[src/rtl/nibble_latch_seq_if.sv]
// Word-in / latch-bus-out bundle for nibble_latch_seq.
// The master offers words; the slave sequences them onto the latch bus.
interface nibble_latch_seq_if;
    logic        WORD_VALID;
    logic [15:0] WORD;
    logic [3:0]  WORD_MASK;
    logic        WORD_READY;
    logic [3:0]  D;
    logic [3:0]  NG;
    logic        BUSY;
    logic        DONE;

    modport master (
        output WORD_VALID, WORD, WORD_MASK,
        input  WORD_READY, D, NG, BUSY, DONE
    );

    modport slave (
        input  WORD_VALID, WORD, WORD_MASK,
        output WORD_READY, D, NG, BUSY, DONE
    );
endinterface

[src/rtl/nibble_latch_seq.sv]
// Sequences a 16-bit word into four external 4-bit transparent latches.
// Each masked nibble gets SETUP (data valid, gates closed), STROBE_LEN
// cycles of its active-low gate, then HOLD (gates closed, data still
// stable), so D never moves while a gate is open.
module nibble_latch_seq #(
    parameter int unsigned STROBE_LEN = 1
) (
    input  logic              CLK,
    input  logic              RESET,
    nibble_latch_seq_if.slave bus
);

    typedef enum logic [1:0] {
        IDLE   = 2'd0,
        SETUP  = 2'd1,
        STROBE = 2'd2,
        HOLD   = 2'd3
    } state_t;

    localparam logic [3:0] LAST_CNT = 4'(STROBE_LEN - 1);

    state_t      state_q;
    logic [15:0] word_q;
    logic [3:0]  mask_q;
    logic [1:0]  idx_q;
    logic [3:0]  cnt_q;
    logic [3:0]  d_q;
    logic [3:0]  ng_q;
    logic        ready_q;
    logic        busy_q;
    logic        done_q;

    // Nibble views of the incoming word and of the captured word.
    logic [3:0] in_nib  [4];
    logic [3:0] cap_nib [4];

    generate
        for (genvar gi = 0; gi < 4; gi++) begin : g_nib
            assign in_nib[gi]  = bus.WORD[4*gi +: 4];
            assign cap_nib[gi] = word_q[4*gi +: 4];
        end
    endgenerate

    // Lowest set bit of the offered mask: first nibble to write on accept.
    logic       first_found;
    logic [1:0] first_idx;

    always_comb begin
        first_found = 1'b0;
        first_idx   = 2'd0;
        for (int k = 3; k >= 0; k--) begin
            if (bus.WORD_MASK[k]) begin
                first_found = 1'b1;
                first_idx   = 2'(k);
            end
        end
    end

    // Lowest set bit of the captured mask strictly above the current index.
    logic       next_found;
    logic [1:0] next_idx;

    always_comb begin
        next_found = 1'b0;
        next_idx   = idx_q;
        for (int k = 3; k >= 0; k--) begin
            if (mask_q[k] && (k > int'(idx_q))) begin
                next_found = 1'b1;
                next_idx   = 2'(k);
            end
        end
    end

    // Sequencer FSM; every output is a register updated here.
    always_ff @(posedge CLK) begin
        if (RESET) begin
            state_q <= IDLE;
            word_q  <= 16'h0000;
            mask_q  <= 4'h0;
            idx_q   <= 2'd0;
            cnt_q   <= 4'd0;
            d_q     <= 4'h0;
            ng_q    <= 4'hF;
            ready_q <= 1'b1;
            busy_q  <= 1'b0;
            done_q  <= 1'b0;
        end else begin
            done_q <= 1'b0;
            case (state_q)
                IDLE: begin
                    if (bus.WORD_VALID) begin
                        word_q <= bus.WORD;
                        mask_q <= bus.WORD_MASK;
                        if (first_found) begin
                            idx_q   <= first_idx;
                            d_q     <= in_nib[first_idx];
                            state_q <= SETUP;
                            ready_q <= 1'b0;
                            busy_q  <= 1'b1;
                        end else begin
                            // Empty mask: nothing to strobe, complete at once.
                            done_q <= 1'b1;
                        end
                    end
                end
                SETUP: begin
                    ng_q    <= ~(4'b0001 << idx_q);
                    cnt_q   <= 4'd0;
                    state_q <= STROBE;
                end
                STROBE: begin
                    if (cnt_q == LAST_CNT) begin
                        ng_q    <= 4'hF;
                        state_q <= HOLD;
                    end else begin
                        cnt_q <= cnt_q + 4'd1;
                    end
                end
                HOLD: begin
                    if (next_found) begin
                        idx_q   <= next_idx;
                        d_q     <= cap_nib[next_idx];
                        state_q <= SETUP;
                    end else begin
                        state_q <= IDLE;
                        ready_q <= 1'b1;
                        busy_q  <= 1'b0;
                        done_q  <= 1'b1;
                    end
                end
                default: begin
                    state_q <= IDLE;
                    ng_q    <= 4'hF;
                    ready_q <= 1'b1;
                    busy_q  <= 1'b0;
                end
            endcase
        end
    end

    assign bus.WORD_READY = ready_q;
    assign bus.BUSY       = busy_q;
    assign bus.DONE       = done_q;
    assign bus.D          = d_q;
    assign bus.NG         = ng_q;

endmodule

[src/flat_wrapper.sv]
// flat-port wrapper written by rule: the top's interface ports become plain ports
module nibble_latch_seq_flat 
#(
    parameter int unsigned STROBE_LEN = 1
)
  (CLK, RESET, bus_WORD_VALID, bus_WORD, bus_WORD_MASK, bus_WORD_READY, bus_D, bus_NG, bus_BUSY, bus_DONE);
  nibble_latch_seq_if bus_i ();
  input  logic CLK;
  input  logic RESET;
  input wire logic [$bits(bus_i.WORD_VALID)-1:0] bus_WORD_VALID;
  input wire logic [$bits(bus_i.WORD)-1:0] bus_WORD;
  input wire logic [$bits(bus_i.WORD_MASK)-1:0] bus_WORD_MASK;
  output wire logic [$bits(bus_i.WORD_READY)-1:0] bus_WORD_READY;
  output wire logic [$bits(bus_i.D)-1:0] bus_D;
  output wire logic [$bits(bus_i.NG)-1:0] bus_NG;
  output wire logic [$bits(bus_i.BUSY)-1:0] bus_BUSY;
  output wire logic [$bits(bus_i.DONE)-1:0] bus_DONE;
  assign bus_i.WORD_VALID = bus_WORD_VALID;
  assign bus_i.WORD = bus_WORD;
  assign bus_i.WORD_MASK = bus_WORD_MASK;
  assign bus_WORD_READY = bus_i.WORD_READY;
  assign bus_D = bus_i.D;
  assign bus_NG = bus_i.NG;
  assign bus_BUSY = bus_i.BUSY;
  assign bus_DONE = bus_i.DONE;
  nibble_latch_seq #(.STROBE_LEN(STROBE_LEN)) u_core (.CLK(CLK), .RESET(RESET), .bus(bus_i));
endmodule
[config.mk]
export PLATFORM = sky130hd
export DESIGN_NAME = nibble_latch_seq_flat
export DESIGN_NICKNAME = d
export VERILOG_FILES = /design/src/rtl/nibble_latch_seq_if.sv /design/src/rtl/nibble_latch_seq.sv /design/src/flat_wrapper.sv
export SDC_FILE = /design/constraint.sdc
export NUM_CORES = 1
export LEC_CHECK = 0
export CORE_UTILIZATION = 30
export DETAILED_ROUTE_END_ITERATION = 16
export GPL_TIMING_DRIVEN = 0
export MAX_ROUTING_LAYER = met4
export PLACE_DENSITY = 0.61
export SYNTH_ARGS = -nofsm -noshare
export SYNTH_HDL_FRONTEND = slang
export SYNTH_SLANG_ARGS = --single-unit
[constraint.sdc]
create_clock -name CLK -period 2.1 [get_ports CLK]
set_clock_uncertainty 0.05 [all_clocks]
set_input_delay 0.525 -clock CLK [delete_from_list [all_inputs] [get_ports CLK]]
set_output_delay 0.525 -clock CLK [all_outputs]
set_load 0.005 [all_outputs]
Yosys cells after proc, flatten, opt, wreduce, memory -nomap -nowiden
Index checks and enable logic that the tools add are counted.

Eq/ne operators: 9. Reduce and logical (&&, ||, !) cells: 13. Multiplexer cells: 49. Shift-type cells: 1. Add/sub/neg operators: 1. Magnitude comparators: 5. Bitwise gates (word level): 3.

Operator list (count): 4-bit 2-to-1 mux (9); 2-bit 2-to-1 mux (13); 4-bit case mux with 2 select lines (3); 1-bit 2-to-1 mux (17); 4-bit binary-select mux with 2-bit select (2); 2-bit case mux with 4 select lines (1); 4-bit AND reduction (2); 3-bit greater-or-equal comparator, second input constant (2); 2-bit by 1-bit != test with 1-bit output, second input constant (3); 2-bit != test, second input constant (3); 2-bit NOT with 3-bit output (2); 1-bit case mux with 2 select lines (3); 2-bit AND reduction (3); 4-bit by 1-bit adder with 4-bit output, second input constant (1); 2-bit equality test, second input constant (2); 2-bit greater-than comparator, first input constant (2); 4-bit zero test (1); 4-bit NOT (1); 2-bit case mux with 2 select lines (1); 2-bit nonzero test (2); 1-bit by 2-bit << shifter with 4-bit output, first input constant (1); 1-bit logical AND (3); 3-bit AND reduction (1); 2-bit by 1-bit equality test with 1-bit output, second input constant (1); 2 further kinds (2).

Output and inout bits: 11. Logic and storage cells: 91. Input port bits: 23. Bits in registers: 39.

Longest topological paths before layout
Gate-level depths: netlist (run 1).

Depth in word-level cells: 11. Mapped depth: 8. Gate-level depth less buffers: 7.

Least setup slack after synthesis (run 1)
Ideal clock, no wire load.

Path kind: input to register. From: in bus_WORD_MASK[2]. To: reg u_core.d_q[2] (netlist: u_core.bus.D[2]). Slack: 0.235 ns. Data required time: 1.962 ns. Buffers on the path: 2. Cell stages on the path: 7. Arrival time: 1.727 ns. Setup time: 0.088 ns. Path through: buf_2 > nor4_4 > o22a_1 > a31oi_4 > clkbuf_8 > o21a_1 > a311oi_2.

Word-level cells in the longest chain between the ends: 10. Elaborated cells between the ends (all ways): 15. Those cells by class: eq/ne: 1; mux: 12; bitwise: 1; reduce/logical: 1.

Ends and longest elaborated chain: from (decl) (RTL line flat_wrapper.sv:12) `input wire logic [$bits(bus_i.WORD_MASK)-1:0] bus_WORD_MASK;`; 2-bit 2-to-1 mux (3 in a row) (RTL line nibble_latch_seq.sv:52) `if (bus.WORD_MASK[k]) begin`; 2-bit NOT with 3-bit output (not written as such) (RTL line nibble_latch_seq.sv:96) `d_q <= in_nib[first_idx];`; 4-bit binary-select mux with 2-bit select (RTL line nibble_latch_seq.sv:96); 4-bit 2-to-1 mux (not written as such) (2 in a row) (RTL line nibble_latch_seq.sv:96); 4-bit 2-to-1 mux (RTL line nibble_latch_seq.sv:94) `if (first_found) begin`; 4-bit 2-to-1 mux (RTL line nibble_latch_seq.sv:91) `if (bus.WORD_VALID) begin`; 4-bit case mux with 2 select lines (RTL line nibble_latch_seq.sv:89) `case (state_q)`; to (signal assigned) (RTL line nibble_latch_seq.sv:96); to (signal assigned) (RTL line nibble_latch_seq.sv:122) `d_q <= cap_nib[next_idx];`; to (decl) (RTL line nibble_latch_seq.sv:27) `logic [3:0] d_q;`.

Several ways; a longest one is shown, not always the timed one. The select of a mux whose other input is x is not followed. A chain may end at the register's enable or synchronous reset.

Worst setup path in the final report (run 1)
From: in bus_WORD_MASK[0]. To: reg u_core.d_q[0] (netlist: u_core.bus.D[0]).

Word-level cells in the longest chain between the ends: 8. Elaborated cells between the ends (all ways): 11. Those cells by class: eq/ne: 1; mux: 8; bitwise: 1; reduce/logical: 1.

Ends and longest elaborated chain (RTL line): 2-bit 2-to-1 mux (nibble_latch_seq.sv:52); 2-bit NOT with 3-bit output (not written as such) (nibble_latch_seq.sv:96); 4-bit binary-select mux with 2-bit select (nibble_latch_seq.sv:96); 4-bit 2-to-1 mux (not written as such) (2 in a row) (nibble_latch_seq.sv:96); 4-bit 2-to-1 mux (nibble_latch_seq.sv:94); 4-bit 2-to-1 mux (nibble_latch_seq.sv:91); 4-bit case mux with 2 select lines (nibble_latch_seq.sv:89).

Several ways; a longest one is shown, not always the timed one. The select of a mux whose other input is x is not followed.

==> results of run 1 <==
-- Yosys cell counts (4+ instances only) --
library cell / instances
a21oi_1: 29
a22oi_1: 6
clkbuf_1: 7
dfxtp_1: 38
ha_1: 7
inv_1: 8
mux2_2: 6
mux2i_1: 4
nand2_1: 48
nand3_1: 4
nor2_1: 18
nor3_1: 4
o21a_1: 4
o21ai_0: 4
-- power by group through the flow --
stage | Combinational [W] | Clock (W) | Sequential, W
after floorplan | 0.000842 | 0 | 0.000982
after global placement | 0.00119 | 0 | 0.00100
after detailed placement | 0.00120 | 0 | 0.00100
after CTS | 0.00121 | 0.000655 | 0.000988
after global routing | 0.00135 | 0.000689 | 0.00101
final | 0.00120 | 0.000644 | 0.000988
-- stage by stage --
step	area (um2)	total power (W)	setup WS, ns	hold WS, ns
6_report	2554	0.002835	0.1009	0.4075
5_1_grt	2554	0.003051	0.01456	0.4103
4_1_cts	2541	0.002853	0.008715	0.4075
3_5_place_dp	2419	0.002205	-0.3735	0.3959
3_3_place_gp	2419	0.002189	-0.3610	0.3889
2_1_floorplan	2012	0.001824	0.2346	0.3822
-- cell families after synthesis --
| group | Yosys count | share of synthesized area [%] |
|---|---|---|
| AO/OA/AOI/OAI | 61 | 21.52 |
| adder cells (fa/ha/maj) | 7 | 4.353 |
| buffers and inverters | 21 | 5.348 |
| flip-flops | 38 | 37.81 |
| multiplexers | 16 | 9.639 |
| AND/OR/NAND/NOR | 92 | 21.33 |
-- area by class of cell --
cell class	count	area, um2	share of cell area (%)
Multi-Input combinational cell	176	1159	45.37
Sequential cell	38	762.0	29.84
Timing Repair Buffer	31	311.5	12.20
Tap cell	77	96.34	3.773
Buffer	12	76.32	2.989
Clock buffer	5	68.82	2.695
Clock inverter	3	45.04	1.764
Inverter	9	35.03	1.372
-- repair_timing --
action / CTS / global route
setup endpoints to repair: 12 / 14
gates resized for setup: 4 / 5
pin swaps: 0 / 1
-- state kept, by name, summed over array words and instances (netlist names) --
register               count
u_core.bus.NG              4
u_core.bus.D               4
u_core.word_q             16
u_core.bus.DONE            1
u_core.mask_q              3
u_core.bus.WORD_READY      1
u_core.state_q             2
u_core.idx_q               2
u_core.cnt_q               4
u_core.bus.BUSY            1
-- path summary, 6_finish.rpt --
| path | startpoint | endpoint | slack (ns) |
|---|---|---|---|
| hold / removal | u_core.word_q[14]$_SDFFE_PP0P_ | u_core.word_q[14]$_SDFFE_PP0P_ | 0.41 |
| hold reg to reg | u_core.word_q[14]$_SDFFE_PP0P_ | u_core.word_q[14]$_SDFFE_PP0P_ | 0.41 |
| setup reg to reg | u_core.idx_q[1]$_SDFFE_PP0P_ | u_core.bus.D[2]$_SDFFE_PP0P_ | 0.16 |
| setup / recovery | bus_WORD_MASK[0] | u_core.bus.D[0]$_SDFFE_PP0P_ | 0.10 |
-- worst min-delay path, delay by kind of cell, from the launching register on --
kind            cells  cell delay [ns]
simple gates        1             0.05
compound gates      1             0.05
flops               1             0.32
-- metal layers --
metal | part of all wire, % | vias to the layer above | global-route usage [%]
met5 | 0 | - | -
li1 | - | 893 | -
met2 | 46 | 27 | 22.95
met4 | 1.7 | 0 | 6.113
met3 | 3.3 | 6 | 3.363
met1 | 49 | 817 | 19.56
==> out/qor.yml, run 1 <==
outcome:
  status: "finished, violations left"
  violations: "DRC"
clock_tree:
  cts_root_buf: "clkbuf_8"
  path_clk_slew_ns: 0.09
  cts_tree: "done"
  cts_made_buffers: 5
  htree_levels: 2
  clock_latency_ns: 0.30
  holdBufCountCts: 0
  ctsLongestPathBuffers: 2
  postCtsSetupBuffers: 0
  clock_sinks: 38
yosys:
  synthesis.nets: 265
  synth_area_leaders: "dfxtp_1, nand2_1, a21oi_1, ha_1, nor2_1"
  synth_warnings: 0
  synth.distinct_cells: 47
  synth-seq-cells: 38
  postSynthCellCount: 235
  yosysSeqAreaShare_pct: 37.81
  netlist_area_um2: 2012
  syn_avg_cell_area_um2: 8.561
  synth_top_area_share_pct: 37.81
  ys.flop_type: "dfxtp_1"
  synthArstFlopShare_pct: 0
  synth-edff-count: 0
  synth_largest_area_cell: "dfxtp_1"
power_and_ir_drop:
  p_comb_share_pct: 42.4
  powerDensity_nw_per_um2: 1110
  seqPwrFrac_pct: 34.9
  netSwitchingPower_w: 0.001055
  peakVddDrop_v: 0.0002965
  p_clk_share_pct: 22.7
  internal-power_w: 0.001781
  p_sw_share_pct: 37.20
  cellLeakagePower_nw: 0.9406
grt:
  grt_usage_pct: 15.17
  antenna_found_initial: 0
  grt_pass1_wl_mm: 7.976
  grt_pass1_vias: 1600
  grt_max_degree: 14
  grt.overflow.total: 0
placed_design:
  portBuffers: 31
  place_hpwl_mm: 3.504
  numPlacedInstances: 343
  gp_congestion: 0.7707
setup_path:
  criticalPathCategory: "primary input to register"
  r2r_cells: 5
  cp-end-kind: "register"
  worstPathRequired_ns: 2.23
  crit_fanout: 4
  cp.arrival_ns: 2.13
  startpoint_type: "primary input"
  critPathSlowestCell: "clkdlybuf4s50_1"
  cp.depth: 6
  critical_path.max_stage_delay_ns: 0.49
  worstPathCellList: "clkdlybuf4s50_1 -> nor2_1 -> o21ai_4 -> mux4_2 -> a22oi_1 -> a311oi_1"
  crit_family: "buffers and inverters"
  worstPathBufferInverterCount: 1
die:
  initial_core_util_pct: 31.33
  die_h_um: 83.89
  core-area_um2: 6422
  die_w_um: 83.89
  ios: 34
  num_rows: 29
  die_area_um2: 7038
timing:
  timing_worst_slew_pin_value_ns: 0.6035
  setup_viol: 0
  fin_tns_setup_ns: 0
  fmax_mhz: 500.2
  rsz0062_at_grt: "false"
  layout_worst_path_cycle_share_pct: 95.19
  final-hold-violation-count: 0
  drv_slew: 0
  period_minus_slack_ns: 1.999
  slew_headroom_pct: 59.77
cells_and_area:
  final_cell_count_no_fill: 351
  fin_nets: 303
  diodes: 0
  mostFrequentLayoutCells: "nand2_1, dfxtp_1, a21oi_1, clkdlybuf4s50_1, nor2_1"
  num-fill-cells: 669
  drive_gt1_share_pct: 12.77
  syn_to_final_growth_pct: 26.93
  mostFrequentLayoutCell: "nand2_1"
  fin_util_pct: 39.76
routing:
  drc: 4
  dr.pass1.iters: 10
  wl_per_cell_um: 13.81
  via_per_inst: 4.966
  vias: 1743
  antenna_left: 0
  detail_route.wirelength_mm: 4.849
  initialDrtViolationCount: 84
worst_hold_path:
  hold_depth: 2
  min_path_type: "register to register"
flow_run:
  drv_cap: 0
Power figures use the tool's default switching activity.
==> inputs of run 2 (changes only) <==
- CORE_UTILIZATION: 30 -> 38
- CTS_CLUSTER_DIAMETER: not set -> 30
- PLACE_DENSITY: 0.61 -> 0.71
- REMOVE_ABC_BUFFERS: not set -> 1
==> run 2 against run 1 <==
- the flow now finishes without violations
- sequential power is essentially flat
- hold slack lost 0.0030 ns
- via count shrank 0.98%
- critical path type unchanged
- critical endpoint unchanged
==> out/qor.yml, run 2 (synthesis gave the netlist of run 1 again) <==
die:
  die_h_um: 74.77  # -11%
  num_rows: 26  # -10%
  initial_core_util_pct: 39.39  # +8.1 points
  die_area_um2: 5590  # -21%
  core-area_um2: 5107  # -20%
  ios: 34  # unchanged
  die_w_um: 74.77  # -11%
placed_design:
  place_hpwl_mm: 3.047  # -13%
  portBuffers: 33  # +6.5%
  dpl-instance-area_um2: 2356  # -2.6%
  gp_congestion: 0.7727  # +0.26%
flow_run:
  drv_cap: 0  # unchanged
timing:
  slew_headroom_pct: 53.96  # -5.8 points
  period_minus_slack_ns: 2.023  # +0.02422 ns
  rsz0062_at_grt: "false"
  drv_slew: 0  # unchanged
  hold_ws_ns: 0.4045  # -0.002999 ns
  fin_tns_setup_ns: 0  # unchanged
  setup_viol: 0  # unchanged
  final-hold-violation-count: 0  # unchanged
  timing_worst_slew_pin_value_ns: 0.6906  # +0.08712 ns
  layout_worst_path_cycle_share_pct: 96.35  # +1.2 points
  fmax_mhz: 494.2  # -1.2%
power_and_ir_drop:
  p_clk_share_pct: 18.5  # -4.2 points
  netSwitchingPower_w: 0.0009791  # -7.2%
  cellLeakagePower_nw: 0.9090  # -3.4%
  seqPwrFrac_pct: 37.2  # +2.3 points
  p_comb_share_pct: 44.3  # +1.9 points
  internal-power_w: 0.001667  # -6.4%
  powerDensity_nw_per_um2: 1069  # -3.7%
  peakVddDrop_v: 0.0005902  # +99%
  p_sw_share_pct: 37.00  # -0.20 points
cells_and_area:
  mostFrequentLayoutCell: "nand2_1"
  num-fill-cells: 511  # -24%
  mostFrequentLayoutCells: "nand2_1, dfxtp_1, a21oi_1, clkdlybuf4s50_1, nor2_1"
  fin_nets: 295  # -2.6%
  syn_to_final_growth_pct: 23.07
  largest_reg_flops: 16  # unchanged
  fin_area_um2: 2476  # -3.0%
  diodes: 0  # unchanged
  top_register: "u_core.word_q"
  drive_gt1_share_pct: 12.50  # -0.27 points
setup_path:
  worstPathRequired_ns: 2.19  # -0.04 ns
  crit_fanout: 4  # unchanged
  criticalPathCategory: "primary input to register"
  r2r-start: "u_core.idx_q[1]$_SDFFE_PP0P_"
  r2r-end: "u_core.bus.D[2]$_SDFFE_PP0P_"
  cp-end-kind: "register"
  startpoint_type: "primary input"
  reg2reg_slack_ns: 0.16  # about the same
  r2r_cells: 5  # unchanged
  cp.arrival_ns: 2.11  # -0.02 ns
  critical_path.max_stage_delay_ns: 0.59  # +0.10 ns
  worstPathBufferInverterCount: 1  # unchanged
  critPathSlowestCell: "clkdlybuf4s50_1"
  crit_family: "buffers and inverters"
  worstPathCellList: "clkdlybuf4s50_1 -> nor2_2 -> o21ai_4 -> mux4_2 -> a22oi_1 -> a311oi_1"
clock_tree:
  clock_latency_ns: 0.29  # about the same
  ctsLongestPathBuffers: 2  # unchanged
  cts_made_buffers: 5  # unchanged
  path_clk_slew_ns: 0.07  # -0.02 ns
  htree_levels: 2  # unchanged
  clock_sinks: 38  # unchanged
  cts_root_buf: "clkbuf_8"
  cts_tree: "done"
routing:
  initialDrtViolationCount: 94  # +12%
  detail_route.wirelength_mm: 4.361  # -10%
  wl_per_cell_um: 13.06  # -5.5%
  antenna_left: 0  # unchanged
  via_per_inst: 5.168  # +4.1%
  dr.pass1.iters: 4  # -6
  vias: 1726  # -0.98%
  drc: 0  # -4
worst_hold_path:
  min_path_type: "register to register"
  hold_end: "u_core.word_q[10]$_SDFFE_PP0P_"
  min_from: "u_core.word_q[10]$_SDFFE_PP0P_"
  hold_depth: 2  # unchanged
grt:
  antenna_found_initial: 0  # unchanged
  grt_usage_pct: 18.34  # +3.2 points
  grt_max_degree: 39  # +25
  grt.overflow.total: 0  # unchanged
  grt_pass1_wl_mm: 7.548  # -5.4%
  grt_pass1_vias: 1690  # +5.6%
outcome:
  status: "completed"
-- run 2: worst max path at each step --
stage | from | endpoint | depth (start not counted)
4_1_cts | bus_WORD_MASK[0] | u_core.bus.D[0]$_SDFFE_PP0P_ | 6
2_1_floorplan | u_core.state_q[0]$_SDFFE_PP0P_ | u_core.bus.D[2]$_SDFFE_PP0P_ | 7
6_report | bus_WORD_MASK[0] | u_core.bus.D[0]$_SDFFE_PP0P_ | 6
3_5_place_dp | bus_WORD_VALID | u_core.bus.D[2]$_SDFFE_PP0P_ | 6
3_3_place_gp | bus_WORD_VALID | u_core.bus.D[2]$_SDFFE_PP0P_ | 6
5_1_grt | bus_WORD_VALID | u_core.bus.D[3]$_SDFFE_PP0P_ | 7
-- run 2: per-stage QoR --
stage	util, %	instances	power, W	worst slack (ns)
floorplan	-	223	0.001761	0.1785
global placement	46.13	326	0.002098	-0.6093
detailed placement	46.13	326	0.002123	-0.6553
CTS	48.46	334	0.002661	0.02609
global route	48.48	334	0.002854	0.01421
finish	48.48	334	0.002646	0.07671
-- run 2: power by group through the flow --
stage / Clock [W] / Sequential (W) / Combinational [W]
floorplan: 0 / 0.000982 / 0.000779
global placement: 0 / 0.000997 / 0.00110
detailed placement: 0 / 0.00100 / 0.00112
CTS: 0.000502 / 0.000985 / 0.00117
global route: 0.000537 / 0.00101 / 0.00131
finish: 0.000489 / 0.000985 / 0.00117
-- run 2: repair_timing --
action                                 4_1_cts  5_1_grt
buffers inserted                             2        0
endpoints found under the hold margin        0        0
setup endpoints to repair                    8        2
resized for setup                           10        2
hold buffers                                 0        0
-- run 2: layer usage --
metal | vias to the layer above | part of all wire (%) | routed length, um | global-route usage (%)
met1 | 801 | 46 | 2018 | 21.72
met4 | 0 | 2.3 | 99 | 8.386
li1 | 880 | - | - | -
met3 | 10 | 3.4 | 147 | 4.953
met2 | 35 | 48 | 2096 | 29.03
met5 | - | 0 | 0 | -
-- run 2: tightest hold or removal path: stages, from the launching register on --
cell and delay, ns:
dfxtp_1 0.31, nand2_1 0.05, a21oi_1 0.05
-- run 2: cell type report --
cell class	count	area (um2)	share of cell area, %
multi-input combinational	176	1174	47.40
sequential	38	760.7	30.72
timing repair buffer	35	336.6	13.59
tap	70	87.58	3.537
clock buffer	6	82.58	3.335
inverter	9	35.03	1.415
